`src/rtl/rsa_uart_wrapper.sv`:
```
// Avalon-MM master that feeds the RSA-256 core from a polled UART.
// It loads n and d once per reset, then keeps decrypting cipher blocks and returns 31 plaintext bytes for each one.
module rsa_uart_wrapper #(
    parameter logic [4:0] RX_BASE     = 5'h00,
    parameter logic [4:0] TX_BASE     = 5'h04,
    parameter logic [4:0] STATUS_BASE = 5'h08,
    parameter int         RX_OK_BIT   = 7,
    parameter int         TX_OK_BIT   = 6,
    parameter int         IN_BYTES    = 32,
    parameter int         OUT_BYTES   = 31
) (
    input  logic         i_clk,
    input  logic         i_rst,
    output logic [4:0]   avm_address,
    output logic         avm_read,
    input  logic [31:0]  avm_readdata,
    output logic         avm_write,
    output logic [31:0]  avm_writedata,
    input  logic         avm_waitrequest,
    output logic         o_core_start,
    output logic [255:0] o_core_a,
    output logic [255:0] o_core_d,
    output logic [255:0] o_core_n,
    input  logic [255:0] i_core_a_pow_d,
    input  logic         i_core_finished
);

    // state       | meaning
    // S_QUERY_RX  | poll status until an RX byte is available
    // S_READ      | read one RX byte into the current phase register
    // S_START     | request the one-cycle core start pulse
    // S_WAIT_CORE | wait for the core result
    // S_QUERY_TX  | poll status until TX can accept a byte
    // S_WRITE     | write the next plaintext byte
    typedef enum logic [2:0] {
        S_QUERY_RX,
        S_READ,
        S_START,
        S_WAIT_CORE,
        S_QUERY_TX,
        S_WRITE
    } state_t;

    typedef enum logic [1:0] {
        PH_N,
        PH_D,
        PH_A
    } phase_t;

    localparam logic [5:0] IN_LAST  = 6'(IN_BYTES - 1);
    localparam logic [5:0] OUT_LAST = 6'(OUT_BYTES - 1);

    state_t        state, state_nxt;
    phase_t        phase, phase_nxt;
    logic [5:0]    cnt, cnt_nxt;
    logic          read_nxt, write_nxt, start_nxt;
    logic [4:0]    addr_nxt;
    logic [31:0]   wdata_nxt;
    logic          shift_in, load_out, shift_out;
    logic          xfer_done;
    logic [255:0]  n_reg, d_reg, a_reg;
    logic [247:0]  out_reg;

    assign o_core_n  = n_reg;
    assign o_core_d  = d_reg;
    assign o_core_a  = a_reg;
    assign xfer_done = (avm_read || avm_write) && !avm_waitrequest;

    // The top result byte is never transmitted, and only the low byte of readdata carries data.
    logic unused_bits;
    assign unused_bits = ^{avm_readdata[31:8], i_core_a_pow_d[255:248]};

    always_ff @(posedge i_clk or posedge i_rst) begin
        if (i_rst) begin
            state         <= S_QUERY_RX;
            phase         <= PH_N;
            cnt           <= '0;
            avm_read      <= 1'b0;
            avm_write     <= 1'b0;
            avm_address   <= '0;
            avm_writedata <= '0;
            o_core_start  <= 1'b0;
        end else begin
            state         <= state_nxt;
            phase         <= phase_nxt;
            cnt           <= cnt_nxt;
            avm_read      <= read_nxt;
            avm_write     <= write_nxt;
            avm_address   <= addr_nxt;
            avm_writedata <= wdata_nxt;
            o_core_start  <= start_nxt;
        end
    end

    always_comb begin
        state_nxt = state;
        phase_nxt = phase;
        cnt_nxt   = cnt;
        read_nxt  = avm_read;
        write_nxt = avm_write;
        addr_nxt  = avm_address;
        wdata_nxt = avm_writedata;
        start_nxt = 1'b0;
        shift_in  = 1'b0;
        load_out  = 1'b0;
        shift_out = 1'b0;

        case (state)
            S_QUERY_RX: begin
                if (!avm_read) begin
                    read_nxt = 1'b1;
                    addr_nxt = STATUS_BASE;
                end else if (xfer_done) begin
                    read_nxt = 1'b0;
                    if (avm_readdata[RX_OK_BIT]) state_nxt = S_READ;
                end
            end
            S_READ: begin
                if (!avm_read) begin
                    read_nxt = 1'b1;
                    addr_nxt = RX_BASE;
                end else if (xfer_done) begin
                    read_nxt  = 1'b0;
                    shift_in  = 1'b1;
                    state_nxt = S_QUERY_RX;
                    if (cnt == IN_LAST) begin
                        cnt_nxt = '0;
                        case (phase)
                            PH_N:    phase_nxt = PH_D;
                            PH_D:    phase_nxt = PH_A;
                            default: begin
                                phase_nxt = PH_A;
                                state_nxt = S_START;
                            end
                        endcase
                    end else begin
                        cnt_nxt = cnt + 6'd1;
                    end
                end
            end
            S_START: begin
                start_nxt = 1'b1;
                state_nxt = S_WAIT_CORE;
            end
            S_WAIT_CORE: begin
                if (i_core_finished) begin
                    load_out  = 1'b1;
                    state_nxt = S_QUERY_TX;
                end
            end
            S_QUERY_TX: begin
                if (!avm_read) begin
                    read_nxt = 1'b1;
                    addr_nxt = STATUS_BASE;
                end else if (xfer_done) begin
                    read_nxt = 1'b0;
                    if (avm_readdata[TX_OK_BIT]) state_nxt = S_WRITE;
                end
            end
            S_WRITE: begin
                if (!avm_write) begin
                    write_nxt = 1'b1;
                    addr_nxt  = TX_BASE;
                    wdata_nxt = {24'b0, out_reg[247:240]};
                end else if (xfer_done) begin
                    write_nxt = 1'b0;
                    shift_out = 1'b1;
                    if (cnt == OUT_LAST) begin
                        cnt_nxt   = '0;
                        phase_nxt = PH_A;
                        state_nxt = S_QUERY_RX;
                    end else begin
                        cnt_nxt   = cnt + 6'd1;
                        state_nxt = S_QUERY_TX;
                    end
                end
            end
            default: state_nxt = S_QUERY_RX;
        endcase
    end

    // Operand registers shift MSB-byte-first. The a register changes only in phase A, so n/d stay stable across blocks.
    always_ff @(posedge i_clk or posedge i_rst) begin
        if (i_rst) begin
            n_reg   <= '0;
            d_reg   <= '0;
            a_reg   <= '0;
            out_reg <= '0;
        end else begin
            if (shift_in) begin
                case (phase)
                    PH_N:    n_reg <= {n_reg[247:0], avm_readdata[7:0]};
                    PH_D:    d_reg <= {d_reg[247:0], avm_readdata[7:0]};
                    PH_A:    a_reg <= {a_reg[247:0], avm_readdata[7:0]};
                    default: ;
                endcase
            end
            if (load_out) begin
                out_reg <= i_core_a_pow_d[247:0];
            end else if (shift_out) begin
                out_reg <= {out_reg[239:0], 8'h00};
            end
        end
    end

endmodule

```
`config.mk`:
```
export PLATFORM = sky130hd
export DESIGN_NAME = rsa_uart_wrapper
export DESIGN_NICKNAME = d
export VERILOG_FILES = /design/src/rtl/rsa_uart_wrapper.sv
export SDC_FILE = /design/constraint.sdc
export NUM_CORES = 2
export LEC_CHECK = 0
export BUFFER_PORTS_ARGS = -buffer_cell sky130_fd_sc_hd__buf_2
export CORE_AREA = 10 10 425 427
export CTS_CLUSTER_SIZE = 24
export DETAILED_ROUTE_END_ITERATION = 8
export DIE_AREA = 0 0 435 437
export GPL_ROUTABILITY_DRIVEN = 0
export PLACE_DENSITY_LB_ADDON = 0.05
export SLEW_MARGIN = 5
export SYNTH_ARGS = -nofsm -noshare
export SYNTH_HDL_FRONTEND = slang
export SYNTH_SLANG_ARGS = --single-unit
```
`constraint.sdc`:
```
create_clock -name i_clk -period 36.3 [get_ports i_clk]
set_clock_uncertainty 0.15 [all_clocks]
set_input_delay 3.63 -clock i_clk [delete_from_list [all_inputs] [get_ports i_clk]]
set_output_delay 3.63 -clock i_clk [all_outputs]
set_load 0.02 [all_outputs]
```
==> flow_summary.yaml <==
global_routing:
  grt_max_degree: 277
  grt_pass1_wl_um: 219000
  antenna_found_initial: 73
  grt_overflow: 0
  track_usage_pct: 15.7
  grt_pass1_vias: 27848
finish:
  syn2layout_area_growth_pct: 27.6
  drive_gt1_share_pct: 51.6
  nNetsFinal: 4174
  fin_area_mm2: 0.0537
cts:
  cts.sinks: 1040
  hold_buffers: 0
  clk_path_buf_depth: 3
  cts_root_buf: "clkbuf_16"
  cts_tree: "built"
  cts_buffers: 135
  h-tree-depth: 4
  post_cts_resized: 0
  worstSkewPairLatency_ps: 770
  cts_setup_buffers: 0
  cts.clk_slew.worst_paths_ps: 50
min_path:
  min_path_type: "reg2reg"
route:
  viasPerCell: 4.20
  via_count: 26478
  wirelength_um: 154000
  wl_met1_um: 56800
  drt_iter0_drc: 1585
  dr_wl_met2_um: 82900
  drc: 0
  wl_per_cell_um: 24.4
  met3_length_um: 10400
  final_antenna_net_count: 0
  dr.max_layer_used: "met5"
  first_pass_iters: 4
outcome:
  status: "finished, final reports clean"
worst_setup_path:
  critPathKind: "in2async"
  cp_max_fo: 90
  end_kind: "asynchronous set/reset pin"
  arrival_ps: 7950
  cp-start-kind: "input port"
  crit_required_ps: 36960
sta:
  fin_tns_setup_ps: 0
  setup_viol: 0
  fin_crit_ps: 7290
  hold_viol: 0
  relSlewSlack_pct: 6.85
  max_freq_mhz: 137
  rsz0062_at_grt: "false"
  min_period_over_period_pct: 20.1
  drv_slew: 0
  worst_slew_pin_slew_ps: 1400
synth:
  syn_avg_cell_area_um2: 14.8
  synth_edf_count: 0
  async_flop_share_pct: 100
  synthCells: 2847
  synthFlopType: "dfrtp_1"
  ys_types: 36
  synth_seq_area_share_pct: 61.8
  syn_area_mm2: 0.0421
  yosys_warnings: 0
  synth_seq_cells: 1040
pwr:
  power_density_mw_per_mm2: 61.9
  vdd.ir_drop.worst_uv: 46.7
  p_leak_nw: 30.5
floorplanning:
  die_h_um: 437
  dieWidth_um: 435
  die-area_mm2: 0.190
  core_mm2: 0.171
  ioPinCount: 1100
  rows: 152
  initial_core_util_pct: 24.6
placement:
  post_dp_cell_area_mm2: 0.0493
  dp_hpwl_um: 114000
  io_buffer_count: 1040
job:
  maxCapViolations: 0
## cells in the final DEF (no fill, tap or decap), drive strengths merged, types with 2 or more instances in the layout
cell type	n
a211o	2
a21o	2
a21oi	4
buf	1070
bufinv	4
clkbuf	208
clkinv	12
clkinvlp	4
conb	27
dfrtp	1040
diode	21
ha	2
inv	11
mux2	779
mux2i	242
nand2	270
nand2b	3
nand3	15
nor2	11
nor2b	4
nor3	4
o211ai	2
o21a	2
o21ai	245
o41ai	2
or3	2
or3b	2
## per-stage QoR
| stage | power [mW] | util [%] | cells | worst slack (ps) | hold WS (ps) |
|---|---|---|---|---|---|
| after floorplan | 1.85 | - | 2873 | 3250 | 316 |
| after global placement | 2.04 | 28.8 | 6053 | 27810 | 334 |
| after detailed placement | 2.04 | 28.8 | 6053 | 27880 | 338 |
| after CTS | 3.41 | 31.3 | 6286 | 28740 | 352 |
| after global routing | 3.51 | 31.3 | 6299 | 28250 | 361 |
| final | 3.32 | 31.3 | 6307 | 29010 | 346 |
## power by group
| group | total (mW) | internal (mW) | switching [mW] |
|---|---|---|---|
| sequential | 1.46 | 1.33 | 0.131 |
| combinational | 0.538 | 0.242 | 0.296 |
| clock | 1.33 | 0.798 | 0.529 |
| total | 3.32 | 2.37 | 0.956 |
## logic make-up (layout without fill, tap and decap cells)
kind of cell / Yosys count / in the layout / synth area share (%)
flops: 1040 / 1040 / 61.8
mux: 1021 / 1021 / 28.7
simple gates: 317 / 317 / 3.02
compound gates: 260 / 260 / 3.17
buf+inv: 206 / 1309 / 3.17
fa+ha+maj: 2 / 2 / 0.0594
other cells: 1 / 48 / 0.00891
## layer usage
| layer | vias up | track usage (%) |
|---|---|---|
| met5 | - | 0 |
| met4 | 16 | 4.73 |
| met3 | 251 | 5.24 |
| met2 | 715 | 28.7 |
| met1 | 13439 | 16.9 |
| li1 | 12057 | - |
## path summary, 6_finish.rpt
kind,startpoint,end,slack (ps),cells past startpoint
worst max register to register,state[2],o_core_n[172],32090,6
worst min register to register,out_reg[240],avm_writedata[0],350,1
worst min-delay path,out_reg[240],avm_writedata[0],350,1
max in group i_clk,avm_waitrequest,o_core_n[172],29650,7
worst max-delay path,i_rst,o_core_a[95],29010,7
min in group asynchronous,i_rst,o_core_d[128],2830,2
## Yosys cell counts (2+ instances only)
cell type,number,area (um2)
inv_1,6,22.5
a21oi_1,4,20.0
a211o_1,2,17.5
mux2i_1,242,2420
a21o_1,2,15.0
buf_1,2,7.51
ha_1,2,25.0
clkbuf_1,96,360
o41ai_1,2,17.5
nand2b_1,3,18.8
nor3_1,4,20.0
o211ai_1,2,15.0
o21ai_0,245,1230
mux2_2,539,6070
buf_6,5,56.3
buf_2,46,230
nand2_1,270,1010
or3_1,2,12.5
buf_12,22,440
mux2_4,240,3600
nor2b_1,4,25.0
buf_4,29,218
nor2_1,11,41.3
dfrtp_1,1040,26000
o21a_1,2,15.0
nand3_1,15,75.1
## worst max-delay path, stage by stage
cell	delay [ps]
buf_2	130
inv_8	460
buf_4	590
buf_4	650
buf_4	730
buf_4	850
buf_4	700
## area by class of cell
| class | instances | area, um2 |
|---|---|---|
| Antenna cell | 21 | 52.6 |
| Clock buffer | 208 | 4070 |
| Clock inverter | 25 | 288 |
| Fill cell | 17600 | 118000 |
| Inverter | 6 | 30.0 |
| Multi-Input combinational cell | 1627 | 14900 |
| Sequential cell | 1040 | 26000 |
| Tap cell | 2310 | 2890 |
| Timing Repair Buffer | 1070 | 5490 |
(Power assumes the default switching activity.)
